[src/rtl/hard_act_pkg.sv]
// Shared mode encodings and fixed-point constants for the hard activation pipeline.
// Constants are functions of the fraction width so any FRAC_BITS instance derives its own.
package hard_act_pkg;

  typedef enum logic [1:0] {
    HA_HSIG   = 2'd0,
    HA_HSWISH = 2'd1,
    HA_RELU   = 2'd2,
    HA_BYPASS = 2'd3
  } ha_mode_e;

  localparam int HA_STAGES = 4;

  function automatic longint ha_one(input int frac);
    return longint'(1) << frac;
  endfunction

  function automatic longint ha_round_half(input int frac);
    return longint'(1) << (frac - 1);
  endfunction

  // p carries 2F fraction bits: add 0.5 of the sigmoid offset plus half an output LSB
  function automatic longint ha_sig_offset(input int frac);
    return (longint'(1) << (2 * frac - 1)) + ha_round_half(frac);
  endfunction

  // |x| >= 2.5 is where the hard sigmoid is fully saturated
  function automatic longint ha_sat_knee(input int frac);
    return longint'(5) << (frac - 1);
  endfunction

endpackage

[src/rtl/hard_act_lane.sv]
// Four-stage piecewise-linear activation datapath for one lane.
// Every stage register advances together on adv_i; mode_i is the mode of the beat in stage 2.
module hard_act_lane
  import hard_act_pkg::*;
#(
  parameter int DATA_WIDTH = 14,
  parameter int FRAC_BITS  = 9,
  parameter int IN_WIDTH   = 25,
  parameter int SIG_SLOPE  = 102
) (
  input  logic                         clk,
  input  logic                         rst,
  input  logic                         adv_i,
  input  ha_mode_e                     mode_i,
  input  logic signed [IN_WIDTH-1:0]   x_i,
  output logic signed [DATA_WIDTH-1:0] y_o
);

  localparam int PW = IN_WIDTH + 8;
  localparam int SW = PW + 1;
  localparam int HW = FRAC_BITS + 2;
  localparam int QW = IN_WIDTH + FRAC_BITS + 2;

  localparam logic signed [IN_WIDTH-1:0] KNEE_HI = IN_WIDTH'(ha_sat_knee(FRAC_BITS));
  localparam logic signed [IN_WIDTH-1:0] KNEE_LO = IN_WIDTH'(-ha_sat_knee(FRAC_BITS));
  localparam logic signed [PW-1:0]       SLOPE   = PW'(SIG_SLOPE);
  localparam logic signed [SW-1:0]       SIG_OFF = SW'(ha_sig_offset(FRAC_BITS));
  localparam logic signed [SW-1:0]       H_ONE_S = SW'(ha_one(FRAC_BITS));
  localparam logic [HW-1:0]              H_ONE   = HW'(ha_one(FRAC_BITS));
  localparam logic signed [QW-1:0]       Q_RND   = QW'(ha_round_half(FRAC_BITS));
  localparam logic signed [QW-1:0]       Y_MAX   = QW'((longint'(1) << (DATA_WIDTH - 1)) - 1);
  localparam logic signed [QW-1:0]       Y_MIN   = QW'(-(longint'(1) << (DATA_WIDTH - 1)));

  logic signed [IN_WIDTH-1:0]   x1_q, x2_q;
  logic signed [PW-1:0]         p1_d, p1_q;
  logic                         hi1_d, hi1_q, lo1_d, lo1_q;
  logic signed [SW-1:0]         hsum, hshift;
  logic [HW-1:0]                h2_d, h2_q;
  logic signed [HW:0]           hs;
  logic signed [QW-1:0]         q3_d, q3_q;
  logic signed [QW-1:0]         rsum, rshift;
  logic signed [DATA_WIDTH-1:0] y4_d, y4_q;

  always_comb begin
    p1_d  = PW'(x_i) * SLOPE;
    hi1_d = (x_i >= KNEE_HI);
    lo1_d = (x_i <= KNEE_LO);
  end

  // Knee flags override the rounded line so the ends are exact regardless of rounding
  always_comb begin
    hsum   = SW'(p1_q) + SIG_OFF;
    hshift = hsum >>> FRAC_BITS;
    if (hi1_q) begin
      h2_d = H_ONE;
    end else if (lo1_q || hshift[SW-1]) begin
      h2_d = '0;
    end else if (hshift > H_ONE_S) begin
      h2_d = H_ONE;
    end else begin
      h2_d = hshift[HW-1:0];
    end
  end

  always_comb begin
    hs   = $signed({1'b0, h2_q});
    q3_d = '0;
    case (mode_i)
      HA_HSWISH: q3_d = QW'(x2_q) * QW'(hs);
      HA_HSIG:   q3_d = QW'(hs) <<< FRAC_BITS;
      HA_RELU:   q3_d = x2_q[IN_WIDTH-1] ? '0 : (QW'(x2_q) <<< FRAC_BITS);
      default:   q3_d = QW'(x2_q) <<< FRAC_BITS;
    endcase
  end

  always_comb begin
    rsum   = q3_q + Q_RND;
    rshift = rsum >>> FRAC_BITS;
    if (rshift > Y_MAX) begin
      y4_d = Y_MAX[DATA_WIDTH-1:0];
    end else if (rshift < Y_MIN) begin
      y4_d = Y_MIN[DATA_WIDTH-1:0];
    end else begin
      y4_d = rshift[DATA_WIDTH-1:0];
    end
  end

  always_ff @(posedge clk or negedge rst) begin
    if (!rst) begin
      x1_q  <= '0;
      p1_q  <= '0;
      hi1_q <= 1'b0;
      lo1_q <= 1'b0;
      x2_q  <= '0;
      h2_q  <= '0;
      q3_q  <= '0;
      y4_q  <= '0;
    end else if (adv_i) begin
      x1_q  <= x_i;
      p1_q  <= p1_d;
      hi1_q <= hi1_d;
      lo1_q <= lo1_d;
      x2_q  <= x1_q;
      h2_q  <= h2_d;
      q3_q  <= q3_d;
      y4_q  <= y4_d;
    end
  end

  assign y_o = y4_q;

endmodule

[src/rtl/hard_act_pipe.sv]
// Multi-lane hard-sigmoid / hard-swish / ReLU / bypass pipeline with valid/ready flow control.
// The whole pipe advances as one block, so a stalled output freezes every stage behind it.
module hard_act_pipe
  import hard_act_pkg::*;
#(
  parameter int DATA_WIDTH = 14,
  parameter int FRAC_BITS  = 9,
  parameter int IN_WIDTH   = 25,
  parameter int LANES      = 4,
  parameter int SIG_SLOPE  = 102
) (
  input  logic                          clk,
  input  logic                          rst,
  input  logic                          in_valid,
  output logic                          in_ready,
  input  logic [LANES*IN_WIDTH-1:0]     in_data,
  input  logic [1:0]                    in_mode,
  output logic                          out_valid,
  input  logic                          out_ready,
  output logic [LANES*DATA_WIDTH-1:0]   out_data,
  output logic [1:0]                    out_mode
);

  logic                 adv;
  logic [HA_STAGES-1:0] valid_d, valid_q;
  ha_mode_e             mode_d;
  ha_mode_e             mode_q [HA_STAGES];

  assign adv      = ~out_valid | out_ready;
  assign in_ready = adv;

  always_comb begin
    valid_d = {valid_q[HA_STAGES-2:0], in_valid};
    mode_d  = ha_mode_e'(in_mode);
  end

  // Valid bits shift even when empty, so bubbles travel with the beats
  always_ff @(posedge clk or negedge rst) begin
    if (!rst) begin
      valid_q <= '0;
      for (int i = 0; i < HA_STAGES; i++) mode_q[i] <= HA_HSIG;
    end else if (adv) begin
      valid_q   <= valid_d;
      mode_q[0] <= mode_d;
      for (int i = 1; i < HA_STAGES; i++) mode_q[i] <= mode_q[i-1];
    end
  end

  assign out_valid = valid_q[HA_STAGES-1];
  assign out_mode  = mode_q[HA_STAGES-1];

  for (genvar g = 0; g < LANES; g++) begin : gLane
    hard_act_lane #(
      .DATA_WIDTH(DATA_WIDTH),
      .FRAC_BITS (FRAC_BITS),
      .IN_WIDTH  (IN_WIDTH),
      .SIG_SLOPE (SIG_SLOPE)
    ) uLane (
      .clk   (clk),
      .rst   (rst),
      .adv_i (adv),
      .mode_i(mode_q[1]),
      .x_i   (in_data[g*IN_WIDTH +: IN_WIDTH]),
      .y_o   (out_data[g*DATA_WIDTH +: DATA_WIDTH])
    );
  end

endmodule
[config.mk]
export PLATFORM = sky130hd
export DESIGN_NAME = hard_act_pipe
export DESIGN_NICKNAME = d
export VERILOG_FILES = /design/src/rtl/hard_act_pkg.sv /design/src/rtl/hard_act_lane.sv /design/src/rtl/hard_act_pipe.sv
export SDC_FILE = /design/constraint.sdc
export NUM_CORES = 2
export LEC_CHECK = 0
export BUFFER_PORTS_ARGS = -buffer_cell sky130_fd_sc_hd__buf_4
export CAP_MARGIN = 20
export CORE_MARGIN = 2
export CORE_UTILIZATION = 44
export CTS_BUF_LIST = sky130_fd_sc_hd__clkbuf_8
export CTS_CLUSTER_SIZE = 28
export DETAILED_ROUTE_END_ITERATION = 10
export PLACE_DENSITY = 0.55
export SLEW_MARGIN = 10
export SYNTH_ARGS = -nofsm -noshare
export SYNTH_HDL_FRONTEND = slang
export SYNTH_SLANG_ARGS = --single-unit
export TNS_END_PERCENT = 30
[constraint.sdc]
create_clock -name clk -period 14.7 [get_ports clk]
set_input_delay 2.94 -clock clk [delete_from_list [all_inputs] [get_ports clk]]
set_output_delay 2.94 -clock clk [all_outputs]
set_load 0.1 [all_outputs]
Yosys cells after proc, flatten, opt, wreduce, memory -nomap -nowiden

Cells that the tools add are included.

$add $sub $neg: 8
Multipliers: 8
Div/mod/pow operators: 0
$lt $le $gt $ge: 20
Eq/ne operators: 2
Shift-type cells: 0
Mux-type cells: 28
Bitwise logic cells: 2
Reduce and logical (&&, ||, !) cells: 5

Operators with widths:

| cell                                                                                   | count |
|---|---|
| 36-bit one-hot mux with 3 select lines                                                 | 4 |
| 36-bit by 10-bit adder with 36-bit output (second input constant)                      | 4 |
| 25-bit by 12-bit multiplier with 36-bit output                                         | 4 |
| 33-bit by 19-bit adder with 34-bit output (second input constant)                      | 4 |
| 11-bit two-way mux                                                                     | 12 |
| 33-bit two-way mux                                                                     | 4 |
| 25-bit by 7-bit multiplier with 32-bit output (second input constant)                  | 4 |
| 14-bit two-way mux                                                                     | 8 |
| 27-bit by 14-bit greater-than comparator with 1-bit output (second input constant)     | 4 |
| 27-bit by 14-bit less-than comparator with 1-bit output (second input constant)        | 4 |
| 25-bit by 12-bit greater-or-equal comparator with 1-bit output (second input constant) | 4 |
| 25-bit by 11-bit greater-than comparator with 1-bit output (second input constant)     | 4 |
| 25-bit by 12-bit <= comparator with 1-bit output (second input constant)               | 4 |
| 1-bit logical OR                                                                       | 4 |
| 2-bit by 1-bit equality test with 1-bit output (second input constant)                 | 1 |
| 2-bit equality test (second input constant)                                            | 1 |
| 2-bit logical NOT                                                                      | 1 |
| 1-bit inverter                                                                         | 1 |
| 1-bit bitwise OR                                                                       | 1 |

Register bits after elaboration: 592
Bits in latches: 0
RAM bits: 0
ROM bits: 0
Bits of input ports: 106
Output and inout port bits: 60
Word-level logic and storage cells: 110
Memories: 0

Longest topological paths before layout

Depth after elaboration: 5
Depth in mapped cells: 24
Gate-level depth less buffers: 22

Hierarchy

A second synthesis with hierarchy kept.

Cells, all modules: 8777
Area total of the unflattened synthesis: 79596.3 um^2

Modules (own cells, without submodules):

| module                             | times used | cells an instance | area an instance (um^2) | sequential area each (um^2) |
|---|---|---|---|---|
| hard_act_lane (gLane[0].uLane ...) | 2          | 2182              | 19814.0                 | 3253.1 |
| hard_act_lane (gLane[3].uLane)     | 1          | 2223              | 19780.2                 | 3253.1 |
| hard_act_lane (gLane[2].uLane)     | 1          | 2162              | 19686.4                 | 3253.1 |
| hard_act_pipe                      | 1          | 28                | 501.7                   | 300.3 |

Least setup slack after synthesis

Ideal clock, no wire load.

Path type: input to output
Start: in out_ready
End: out in_ready
Data arrival time: 4.723 ns
Data required time: 11.760 ns
Slack: 7.037 ns
Stages: 5
Buffers on the path: 3
Cells stage by stage: nor2b_1 clkinv_1 clkbuf_1 clkbuf_1 clkbuf_1

Cells in the longest elaborated chain, start to end: 1

Ends and longest elaborated chain:

| element          | RTL line            | source |
|---|---|---|
| from (decl)      | hard_act_pipe.sv:19 | `input logic out_ready,` |
| 1-bit bitwise OR | hard_act_pipe.sv:29 | `assign adv = ~out_valid \| out_ready;` |
| to (decl)        | hard_act_pipe.sv:15 | `output logic in_ready,` |

Every way passes these cells.

Final worst setup path

Start: in in_data[34]
End: reg gLane[1].uLane.p1_q[30]

Cells in the longest elaborated chain, start to end: 1

Ends and longest elaborated chain:

| element                                       | RTL line             | source |
|---|---|---|
| from (decl)                                   | hard_act_pipe.sv:16  | `input logic [LANES*IN_WIDTH-1:0] in_data,` |
| 25-bit by 7-bit multiplier with 32-bit output | hard_act_lane.sv:45  | `p1_d = PW'(x_i) * SLOPE;` |
| to (signal assigned)                          | hard_act_lane.sv:100 | `p1_q <= p1_d;` |
| to (decl)                                     | hard_act_lane.sv:35  | `logic signed [PW-1:0] p1_d, p1_q;` |

Every way passes these cells.
A chain may end at the register's enable or synchronous reset.

==> flow_summary_export.csv <==
group,metric,value,unit
logic_synthesis,synthMuxAreaShare,0.637,%
logic_synthesis,seq_area_frac_synth,17.2,%
layout,nNetsFinal,11000,
die,dieArea,179000,µm²
die,rows,153,
sta,fin_setup_tns,0,ns
grt,grt.total_usage,22.6,%
setup_path,end_kind,"flop",
drt,drt_iter0_drc,3191,
setup_path,max_stage_delay,0.55,ns
drt,post_drt_via_cell_ratio,5.12,
setup_path,reg2reg_depth,20,
clock_network,cts_resized,0,
sta,tightestPinTransition,1.11,ns
logic_synthesis,synth_flop_cell,"dfrtp_1",
layout,layout_commonest_cell,"inv_1",
drt,dr_total_vias,58500,
logic_synthesis,synth_fp_nets,11100,
setup_path,cp_top_family,"compound AO/OA/AOI/OAI gates",
sta,relSlewSlack,26.1,%
setup_path,required,15.39,ns
logic_synthesis,synth_edf_count,0,
sta,period_minus_slack,7.12,ns
sta,fin_crit_sh,48.5,%
grt,grt_max_degree,205,
power,p_leak,43.0,nW
setup_path,worstPathMaxFanout,6,
logic_synthesis,async_flop_share,100,%
logic_synthesis,synth_top_family_by_area,"adder cells",
flow_run,cap_violations,0,
setup_path,r2r_setup_slack,7.89,ns
placed_design,hpwl,151000,µm
setup_path,crit_path_frequent_cell,"inv_1",
clock_network,cts_max_path_buffers,3,
power,ir_worst_vdd,0.0000794,V
layout,layout-drive-gt1-share,4.92,%
setup_path,critPathKind,"in2reg",
sta,hold_viol,0,
logic_synthesis,synth-seq-cells,532,
clock_network,cts_inserted_buffers,103,
grt,grt_pass1_wl,329000,µm
power,p_per_area,126,nW/µm²
logic_synthesis,synth_xor_area_share,3.71,%
placed_design,gp_congestion,0.871,
setup_path,crit_chain,"buf_4, inv_1, ha_1, fa_1, inv_1, ha_1, inv_1, fa_1, inv_1, ha_1, a21oi_1, o21ai_1, a221o_1, a221oi_1, a211oi_1, o41ai_1, nand2b_1, a21oi_1, xor2_1, o21ai_1",
clock_network,cts_max_level,3,
setup_path,slowest_stage,"o41ai_1",
grt,antenna_found_initial,3,
die,io_pins,166,
min_path,hp-class,"reg2reg",
layout,fillers,17100,
logic_synthesis,synth_cell_type_count,100,
placed_design,port_buffers,165,
drt,routed_wl,196000,µm
layout,area_delta_synth_final,7.22,%
logic_synthesis,synth-simple-area-share,16.1,%
die,start_util,44.4,%
clock_network,root_buffer,"clkbuf_8",
logic_synthesis,syn_inst,9073,
min_path,min_path_cells,2,
clock_network,cts_setup_buffers,0,
setup_path,worstPathArrival,7.81,ns
die,core-area,174000,µm²
drt,dr.pass1.iters,6,
clock_network,ctsHoldBuffers,0,
die,dieWidth,423,µm
logic_synthesis,synth.cell_area,77400,µm²
sta,hold_slack,0.458,ns
grt,gr-total-overflow,0,
die,die_h,423,µm
clock_network,clock_latency,0.86,ns
grt,grt_pass1_vias,61900,
setup_path,critPathBufInv,5,
drt,wl_per_cell,17.2,µm
logic_synthesis,synthAdderAreaFrac,41.4,%
drt,drt.antenna.violating_nets,0,
outcome,outcome,"complete, no violations",
logic_synthesis,synth-compound-area-share,9.02,%
sta,fin_skew,0.0458,ns
drt,drc,0,
logic_synthesis,synth.avg_cell_area,8.53,µm²
logic_synthesis,synth_warnings,0,
clock_network,cts.sinks,532,
setup_path,crit_path_start_kind,"primary input",
sta,fmax,140,MHz
setup_path,crit_cells,20,
sta,rsz0062_at_grt,"false",
sta,setup_viol,0,
sta,slew_violations,0,
clock_network,path_clk_slew,0.06,ns
layout,final_cell_mix,"2070 x inv_1, 1500 x nand2_1, 1137 x fa_1",
power,fin_total_pwr,10.4,mW
clock_network,cts_tree,"built",
## path summary, 6_finish.rpt
| kind | from | end |
|---|---|---|
| worst max-delay path | in_data[34] | gLane[1].uLane.p1_q[30] |
| worst min-delay path | gLane[3].uLane.x1_q[10] | gLane[3].uLane.x2_q[10] |
| worst max register to register | gLane[1].uLane.x2_q[8] | gLane[1].uLane.q3_q[35] |
| worst min register to register | gLane[3].uLane.x1_q[10] | gLane[3].uLane.x2_q[10] |
| max in group asynchronous | rst | gLane[1].uLane.p1_q[28] |
| min in group asynchronous | rst | gLane[0].uLane.x1_q[16] |
## area by class of cell
| type | instances | area, µm² | share of cell area [%] |
|---|---|---|---|
| Sequential cell | 532 | 13300 | 16.0 |
| Clock inverter | 59 | 478 | 0.576 |
| Tap cell | 2325 | 2910 | 3.51 |
| Inverter | 2045 | 7680 | 9.26 |
| Clock buffer | 130 | 1790 | 2.16 |
| Antenna cell | 4 | 10.0 | 0.0121 |
| Multi-Input combinational cell | 6089 | 54900 | 66.1 |
| Timing Repair Buffer | 237 | 1950 | 2.35 |
## sequential cells by signal (all words and copies together) (netlist names)
name,flops
gLane.uLane.q3_q,112
out_mode,2
valid_q,4
gLane.uLane.hi1_q,4
gLane.uLane.lo1_q,4
gLane.uLane.x2_q,100
gLane.uLane.x1_q,100
mode_q,6
gLane.uLane.y_o,56
gLane.uLane.p1_q,100
gLane.uLane.h2_q,44
## where the power goes
group / total [mW] / internal (mW) / switching [mW]
Combinational: 5.56 / 2.15 / 3.41
Sequential: 3.23 / 2.03 / 1.21
Clock: 1.64 / 0.921 / 0.720
## worst register-to-register path, cell delays in order (launching register included)
cell      delay, ns
dfrtp_1        0.84
nand2_1        0.21
fa_1           0.58
inv_1          0.06
fa_1           0.55
fa_1           0.43
fa_1           0.49
inv_1          0.05
fa_1           0.47
inv_1          0.04
ha_1           0.35
nand4_1        0.17
nor4b_1        0.30
nand3_1        0.20
a31o_2         0.34
a21oi_1        0.37
a211oi_1       0.22
o21ai_1        0.29
a21oi_1        0.14
xnor2_1        0.47
o21ai_1        0.12
## Yosys cell counts, drive strengths merged (43+ instances only)
cell type	number	area (µm²)
inv	2044	7670
nand2	1502	5640
fa	1137	22800
ha	742	9280
dfrtp	532	13300
clkbuf	376	1410
nor2	341	1280
and2	337	2110
o21ai	330	1660
a21oi	303	1520
xnor2	185	1620
xor2	143	1250
nand3	114	581
nand4	103	672
a21o	84	631
nor3	78	418
and3	65	407
a31oi	52	332
o21a	43	323
## cell families (layout without fill, tap and decap cells)
family / count (synthesis) / after routing
fa+ha+maj: 1879 / 1879
xor+xnor: 328 / 328
simple gates: 2724 / 2724
compound gates: 1110 / 1110
mux: 48 / 48
buf+inv: 2452 / 2471
flops: 532 / 532
other cells: 0 / 4
## metal layers
layer / wire length, µm / global-route usage (%)
met1: 91600 / 31.5
met2: 94200 / 38.2
met3: 6920 / 2.25
met4: 3550 / 4.53
met5: 0 / 0
## through the flow
step	utilization (%)	area (µm²)	setup WS, ns	cells
after global routing	47.6	83000	7.26	11400
after CTS	47.4	82700	7.60	11400
after detailed placement	46.1	80500	6.82	11200
final	47.6	83000	7.58	11400
after floorplan	-	77400	7.04	9073
after global placement	46.1	80500	6.85	11200
Power figures use the tool's default switching activity.
